**src/rtl/uart_rx_pkg.sv**
```systemverilog
// rtl/uart_rx_pkg.sv - shared constants and helpers for the UART receive path
package uart_rx_pkg;

    localparam int   MIN_PRESCALE = 8;
    localparam logic IDLE_LEVEL   = 1'b1;

    // Two-of-three vote, shared with the parity and stop checks.
    function automatic logic majority3(input logic a, input logic b, input logic c);
        return (a & b) | (a & c) | (b & c);
    endfunction

endpackage

```
**src/rtl/sync_2ff.sv**
```systemverilog
// rtl/sync_2ff.sv - two-flop synchroniser with configurable reset level
module sync_2ff #(
    parameter logic RESET_VAL = 1'b1
) (
    input  logic i_clk,
    input  logic i_rst,
    input  logic i_d,
    output logic o_q
);

    logic r_ff1;
    logic r_ff2;

    always_ff @(posedge i_clk) begin
        if (i_rst) begin
            r_ff1 <= RESET_VAL;
            r_ff2 <= RESET_VAL;
        end else begin
            r_ff1 <= i_d;
            r_ff2 <= r_ff1;
        end
    end

    assign o_q = r_ff2;

endmodule

```
**src/rtl/data_sampling.sv**
```systemverilog
// rtl/data_sampling.sv - UART RX oversampling edge counter with three-sample majority vote
module data_sampling
    import uart_rx_pkg::*;
#(
    parameter int PRESCALE_W   = 6,
    parameter int MIN_PRESCALE = uart_rx_pkg::MIN_PRESCALE
) (
    input  logic                  clk_based_on_prescale,
    input  logic                  syn_reset,
    input  logic                  rx_in,
    input  logic [PRESCALE_W-1:0] prescale,
    input  logic                  sampling_enable,
    output logic [PRESCALE_W-1:0] edge_count,
    output logic                  sampled_data,
    output logic                  sampled_data_valid,
    output logic                  bit_done
);

    localparam logic [PRESCALE_W-1:0] MIN_PL = PRESCALE_W'(MIN_PRESCALE);
    localparam logic [PRESCALE_W-1:0] ONE    = PRESCALE_W'(1);
    localparam logic [PRESCALE_W-1:0] TWO    = PRESCALE_W'(2);

    logic                  w_rx_sync;
    logic                  w_en_rise;
    logic [PRESCALE_W-1:0] w_prescale_clamped;
    logic [PRESCALE_W-1:0] w_prescale_eff;
    logic [PRESCALE_W-1:0] w_mid;
    logic                  w_at_s0;
    logic                  w_at_s1;
    logic                  w_at_mid;
    logic                  w_at_last;

    logic                  r_en_d;
    logic [PRESCALE_W-1:0] r_prescale_l;
    logic [PRESCALE_W-1:0] r_edge_count;
    logic [2:0]            r_samples;
    logic                  r_sampled_data;
    logic                  r_valid;
    logic                  r_bit_done;

    sync_2ff #(
        .RESET_VAL (IDLE_LEVEL)
    ) u_sync (
        .i_clk (clk_based_on_prescale),
        .i_rst (syn_reset),
        .i_d   (rx_in),
        .o_q   (w_rx_sync)
    );

    // On the rising-enable cycle the latch has not loaded yet, so compare
    // against the freshly clamped prescale directly.
    always_comb begin
        w_en_rise          = sampling_enable & ~r_en_d;
        w_prescale_clamped = (prescale < MIN_PL) ? MIN_PL : prescale;
        w_prescale_eff     = w_en_rise ? w_prescale_clamped : r_prescale_l;
        w_mid              = w_prescale_eff >> 1;
        w_at_s0            = (r_edge_count == (w_mid - TWO));
        w_at_s1            = (r_edge_count == (w_mid - ONE));
        w_at_mid           = (r_edge_count == w_mid);
        w_at_last          = (r_edge_count == (w_prescale_eff - ONE));
    end

    always_ff @(posedge clk_based_on_prescale) begin
        if (syn_reset) begin
            r_en_d         <= 1'b0;
            r_prescale_l   <= MIN_PL;
            r_edge_count   <= '0;
            r_samples      <= 3'b111;
            r_sampled_data <= IDLE_LEVEL;
            r_valid        <= 1'b0;
            r_bit_done     <= 1'b0;
        end else begin
            r_en_d <= sampling_enable;
            if (w_en_rise) begin
                r_prescale_l <= w_prescale_clamped;
            end
            if (!sampling_enable) begin
                // Abandon any partial bit; strobes due on this edge are dropped.
                r_edge_count <= '0;
                r_samples    <= 3'b111;
                r_valid      <= 1'b0;
                r_bit_done   <= 1'b0;
            end else begin
                r_edge_count <= w_at_last ? '0 : r_edge_count + ONE;
                if (w_at_s0) begin
                    r_samples[0] <= w_rx_sync;
                end
                if (w_at_s1) begin
                    r_samples[1] <= w_rx_sync;
                end
                if (w_at_mid) begin
                    r_samples[2]   <= w_rx_sync;
                    r_sampled_data <= majority3(r_samples[0], r_samples[1], w_rx_sync);
                end
                r_valid    <= w_at_mid;
                r_bit_done <= w_at_last;
            end
        end
    end

    assign edge_count         = r_edge_count;
    assign sampled_data       = r_sampled_data;
    assign sampled_data_valid = r_valid;
    assign bit_done           = r_bit_done;

endmodule

```
**config.mk**
```make
export PLATFORM = sky130hd
export DESIGN_NAME = data_sampling
export DESIGN_NICKNAME = d
export VERILOG_FILES = /design/src/rtl/uart_rx_pkg.sv /design/src/rtl/sync_2ff.sv /design/src/rtl/data_sampling.sv
export SDC_FILE = /design/constraint.sdc
export NUM_CORES = 1
export LEC_CHECK = 0
export ABC_AREA = 1
export ABC_CLOCK_PERIOD_IN_PS = 5250
export CAP_MARGIN = 20
export CORE_MARGIN = 1
export CORE_UTILIZATION = 35
export CTS_BUF_LIST = sky130_fd_sc_hd__clkbuf_4 sky130_fd_sc_hd__clkbuf_8
export DETAILED_ROUTE_END_ITERATION = 7
export HOLD_SLACK_MARGIN = 0.15
export PLACE_DENSITY = 0.61
export RECOVER_POWER = 100
export SLEW_MARGIN = 15
export SYNTH_ARGS = -nofsm -noshare
export SYNTH_HDL_FRONTEND = slang
export SYNTH_SLANG_ARGS = --single-unit
```
**constraint.sdc**
```tcl
create_clock -name clk_based_on_prescale -period 5.25 [get_ports clk_based_on_prescale]
set_input_delay 1.05 -clock clk_based_on_prescale [delete_from_list [all_inputs] [get_ports clk_based_on_prescale]]
set_output_delay 1.05 -clock clk_based_on_prescale [all_outputs]
set_load 0.02 [all_outputs]
```
==> metrics.txt <==
# TYPE chip_impl_metric gauge
chip_impl_info{name="status",value="finished clean"} 1
chip_impl_metric{name="synthesis.area",unit="sq um"} 1340
chip_impl_metric{name="period_needed",unit="ns"} 3.60
chip_impl_metric{name="power_frac_comb",unit="%"} 24.2
chip_impl_metric{name="rr_worst_depth",unit=""} 12
chip_impl_metric{name="grt_max_degree",unit=""} 12
chip_impl_metric{name="diodes",unit=""} 0
chip_impl_metric{name="worstPathMaxFanout",unit=""} 10
chip_impl_metric{name="critPathMaxStageDelay",unit="ns"} 0.58
chip_impl_metric{name="cts.reportedPaths.clkPinSlew",unit="ns"} 0.08
chip_impl_metric{name="overall_fraction_of_global_route_tracks_in_use",unit="%"} 17.0
chip_impl_info{name="r2r-start",value="r_en_d"} 1
chip_impl_metric{name="cts-htree-levels",unit=""} 1
chip_impl_metric{name="wl_met1",unit="um"} 1570
chip_impl_metric{name="nNetsFinal",unit=""} 241
chip_impl_metric{name="xor_xnor_share_of_the_synthesized_area",unit="%"} 6.55
chip_impl_metric{name="swShare",unit="%"} 30.5
chip_impl_metric{name="area_of_the_die",unit="sq um"} 4070
chip_impl_metric{name="power.leakage",unit="uW"} 0.000779
chip_impl_metric{name="maxCapViolations",unit=""} 0
chip_impl_metric{name="synthesis.area_per_instance",unit="sq um"} 6.49
chip_impl_metric{name="clockPowerShare",unit="%"} 32.6
chip_impl_metric{name="dieWidth",unit="um"} 63.8
chip_impl_metric{name="totalWireLength",unit="um"} 3180
chip_impl_metric{name="ctsResizeCount",unit=""} 0
chip_impl_metric{name="grt_pass1_vias",unit=""} 1160
chip_impl_metric{name="rrSetupSlack",unit="ns"} 2.67
chip_impl_metric{name="critical_path_buf_inv_count",unit=""} 2
chip_impl_metric{name="hold_violations_final",unit=""} 0
chip_impl_metric{name="tightestPinTransition",unit="ns"} 0.670
chip_impl_metric{name="first_pass_iters",unit=""} 4
chip_impl_metric{name="yosysWarningCount",unit=""} 0
chip_impl_info{name="critical-path-top-cell-by-count",value="nand2_1"} 1
chip_impl_info{name="route.top_layer_used",value="met4"} 1
chip_impl_info{name="worst-setup-path-type",value="input pin to flip-flop"} 1
chip_impl_metric{name="initial_core_util",unit="%"} 36.5
chip_impl_metric{name="detail_route.wl_per_cell",unit="um"} 11.6
chip_impl_info{name="end_kind",value="flip-flop"} 1
chip_impl_info{name="worst_path_slowest_cell",value="o21ai_0"} 1
chip_impl_metric{name="cts.sink_count",unit=""} 20
chip_impl_metric{name="min_delay_path_depth",unit=""} 1
chip_impl_metric{name="route.vias.total",unit=""} 1307
chip_impl_metric{name="global_route_wire_length_before_repair",unit="um"} 5220
chip_impl_metric{name="boundaryPins",unit=""} 19
chip_impl_metric{name="max_slew_margin",unit="%"} 54.9
chip_impl_metric{name="instances_no_fill",unit=""} 274
chip_impl_info{name="clock-root-buffer",value="clkbuf_8"} 1
chip_impl_metric{name="yosysSeqAreaShare",unit="%"} 30.0
chip_impl_metric{name="placedCellCount",unit=""} 270
chip_impl_info{name="rsz0062_at_grt",value="no"} 1
chip_impl_metric{name="power_density",unit="nW/um^2"} 235
chip_impl_metric{name="power.switching",unit="uW"} 113
chip_impl_metric{name="synth_cell_types",unit=""} 27
chip_impl_info{name="worst_hold_path_type",value="flip-flop to flip-flop"} 1
chip_impl_metric{name="final_cell_area",unit="sq um"} 1580
chip_impl_metric{name="rows",unit=""} 22
chip_impl_metric{name="required_worst_endpoint",unit="ns"} 5.38
chip_impl_metric{name="cts_post_setup_buffers_inserted",unit=""} 0
chip_impl_info{name="combinational_family_with_the_most_area_after_synthesis",value="simple AND/OR/NAND/NOR gates"} 1
chip_impl_metric{name="final_layout_size_suffix_gt1_share",unit="%"} 7.08
chip_impl_metric{name="gr-total-overflow",unit=""} 0
chip_impl_metric{name="cp.arrival",unit="ns"} 3.73
chip_impl_metric{name="hpwlAfterDp",unit="um"} 2490
chip_impl_info{name="post_synth_main_area_contributors",value="dfxtp_1, nand2_1, nand3_1"} 1
chip_impl_metric{name="power.total",unit="uW"} 370
chip_impl_metric{name="met3RoutedLength",unit="um"} 108
chip_impl_metric{name="power_report.internal_total",unit="uW"} 257
chip_impl_metric{name="drv_slew",unit=""} 0
chip_impl_metric{name="synth_compound_gate_area_share",unit="%"} 4.87
chip_impl_metric{name="netlist_instances",unit=""} 206
chip_impl_metric{name="drcViolationCount",unit=""} 0
chip_impl_metric{name="buffer_ports.inserted",unit=""} 18
chip_impl_metric{name="met2_wirelength_from_detailed_routing",unit="um"} 1450
chip_impl_metric{name="power.ir.vdd_worst",unit="mV"} 0.0850
chip_impl_metric{name="clk-insertion-delay-late",unit="ns"} 0.26
chip_impl_info{name="tritoncts",value="done"} 1
chip_impl_metric{name="cts_hold_buf",unit=""} 0
chip_impl_info{name="worst_setup_path_startpoint",value="sampling_enable"} 1
chip_impl_metric{name="yosys.area_share.simple",unit="%"} 46.0
chip_impl_metric{name="floorplan.die.height",unit="um"} 63.8
chip_impl_metric{name="antenna_found_initial",unit=""} 0
chip_impl_info{name="min_to",value="u_sync.o_q"} 1
chip_impl_metric{name="achievable-frequency",unit="MHz"} 278
chip_impl_metric{name="final.setup_skew",unit="ns"} 0.00568
chip_impl_metric{name="number_of_endpoints_failing_setup_at_the_final_stage",unit=""} 0
chip_impl_metric{name="area_growth",unit="%"} 17.9
chip_impl_metric{name="route.detailed.vias_per_inst",unit=""} 4.77
chip_impl_info{name="synth_area_leader_cell",value="dfxtp_1"} 1
chip_impl_info{name="crit_chain",value="dlygate4sd3_1 -> nand2_1 -> nor2_2 -> nand2_1 -> nand2_1 -> inv_1 -> ha_1 -> nand2_1 -> nand3_1 -> nand2_1 -> nand3_1 -> o21ai_0 -> nor2_1"} 1
chip_impl_metric{name="gp_routability_congestion",unit=""} 0.926
chip_impl_info{name="crit-reg2reg-capture",value="edge_count[5]"} 1
chip_impl_metric{name="first_iter_violations",unit=""} 37
chip_impl_metric{name="cts-root-to-sink-buffers",unit=""} 2
chip_impl_metric{name="fp.coreArea",unit="sq um"} 3660
chip_impl_info{name="critPathTopFamily",value="simple AND/OR/NAND/NOR gates"} 1
chip_impl_info{name="hold_path_startpoint",value="u_sync.r_ff1"} 1
chip_impl_metric{name="remaining_antenna_violation_count",unit=""} 0
chip_impl_metric{name="synth_top_area_share",unit="%"} 30.0
chip_impl_metric{name="post_dp_cell_area",unit="sq um"} 1570
chip_impl_info{name="setup.worst_path.start_class",value="input pin"} 1
chip_impl_metric{name="yosys-mux-area-fraction",unit="%"} 0
chip_impl_metric{name="seq_power_share",unit="%"} 43.2
chip_impl_metric{name="synth-adder-area-share",unit="%"} 4.49
chip_impl_metric{name="synthesis.nets",unit=""} 220
chip_impl_metric{name="period_share",unit="%"} 68.6
chip_impl_metric{name="number_of_buffers_inserted_during_clock_tree_synthesis",unit=""} 3
chip_impl_metric{name="postSynthRegisterBits",unit=""} 20
chip_impl_metric{name="setup_total_negative_slack",unit="ns"} 0
## placed cells by master (no fill, tap or decap), drive strengths merged
| cell type | instances |
|---|---|
| and2 | 1 |
| maj3 | 1 |
| nor2 | 25 |
| dlygate4sd3 | 11 |
| nand4 | 3 |
| clkdlybuf4s50 | 7 |
| nand3 | 28 |
| xnor2 | 4 |
| xor2 | 6 |
| or2 | 2 |
| nor3 | 4 |
| o21ai | 4 |
| nor3b | 1 |
| ha | 4 |
| a21oi | 6 |
| dfxtp | 20 |
| nand2 | 68 |
| inv | 27 |
| clkbuf | 4 |
## flip-flops by register name (all words and copies together) (netlist names)
signal,cells
r_en_d,1
bit_done,1
r_samples,2
u_sync.r_ff1,1
u_sync.o_q,1
sampled_data,1
edge_count,6
r_prescale_l,6
sampled_data_valid,1
## per-layer routing
metal | vias to the layer above | global-route usage [%]
li1 | 690 | -
met1 | 588 | 22.4
met2 | 25 | 27.9
met3 | 4 | 2.14
met4 | 0 | 6.82
met5 | - | 0
## synthesized netlist by cell type
cell type   n
a21oi_1     5
inv_2       2
nor3_1      3
nand4_1     3
xor2_1      6
nor2_1     21
nand2_4     1
xnor2_1     4
inv_1      25
nand3_2     2
maj3_1      1
nor3_2      1
ha_1        4
o21ai_0     2
nor2_4      2
o21ai_1     1
nand2_1    60
nor2_2      2
o21ai_4     1
a21oi_2     1
or2_2       2
clkbuf_1    2
and2_1      1
nor3b_1     1
nand2_2     7
dfxtp_1    20
nand3_1    26
## worst max-delay path by stage
| stage | to | slack, ns | cells past startpoint |
|---|---|---|---|
| 4_1_cts | r_samples[1] | 2.11 | 16 |
| 2_1_floorplan | r_samples[1] | 2.55 | 15 |
| 6_report | edge_count[5] | 1.65 | 13 |
| 3_3_place_gp | r_samples[0] | 1.86 | 15 |
| 3_5_place_dp | r_samples[1] | 1.83 | 16 |
| 5_1_grt | edge_count[0] | 1.36 | 13 |
## power by group through the flow
stage          logic, uW  registers, uW  clock network [uW]
2_1_floorplan       68.6            165                   0
3_3_place_gp        95.2            164                   0
3_5_place_dp        95.1            164                   0
4_1_cts             95.6            160                 123
5_1_grt              102            161                 130
6_report            89.4            160                 121
## area by class of cell
cell class,instances,area (sq um)
clock buffers,4,55.1
fillers,408,2090
inverters,27,101
multi-input cells,157,778
flip-flops and latches,20,400
well taps,48,60.1
repair buffers,18,180
## logic make-up after synthesis
family | Yosys count
simple gates | 132
flops | 20
compound gates | 10
xor+xnor | 10
fa+ha+maj | 5
buf+inv | 29
## stage by stage
step	worst slack [ns]	utilization [%]	hold WS [ns]
floorplan	2.55	-	0.389
global placement	1.86	42.9	0.393
detailed placement	1.83	42.9	0.397
CTS	2.11	44.4	0.415
global route	1.36	43.0	0.432
finish	1.65	43.0	0.412
Power figures use the tool's default switching activity.
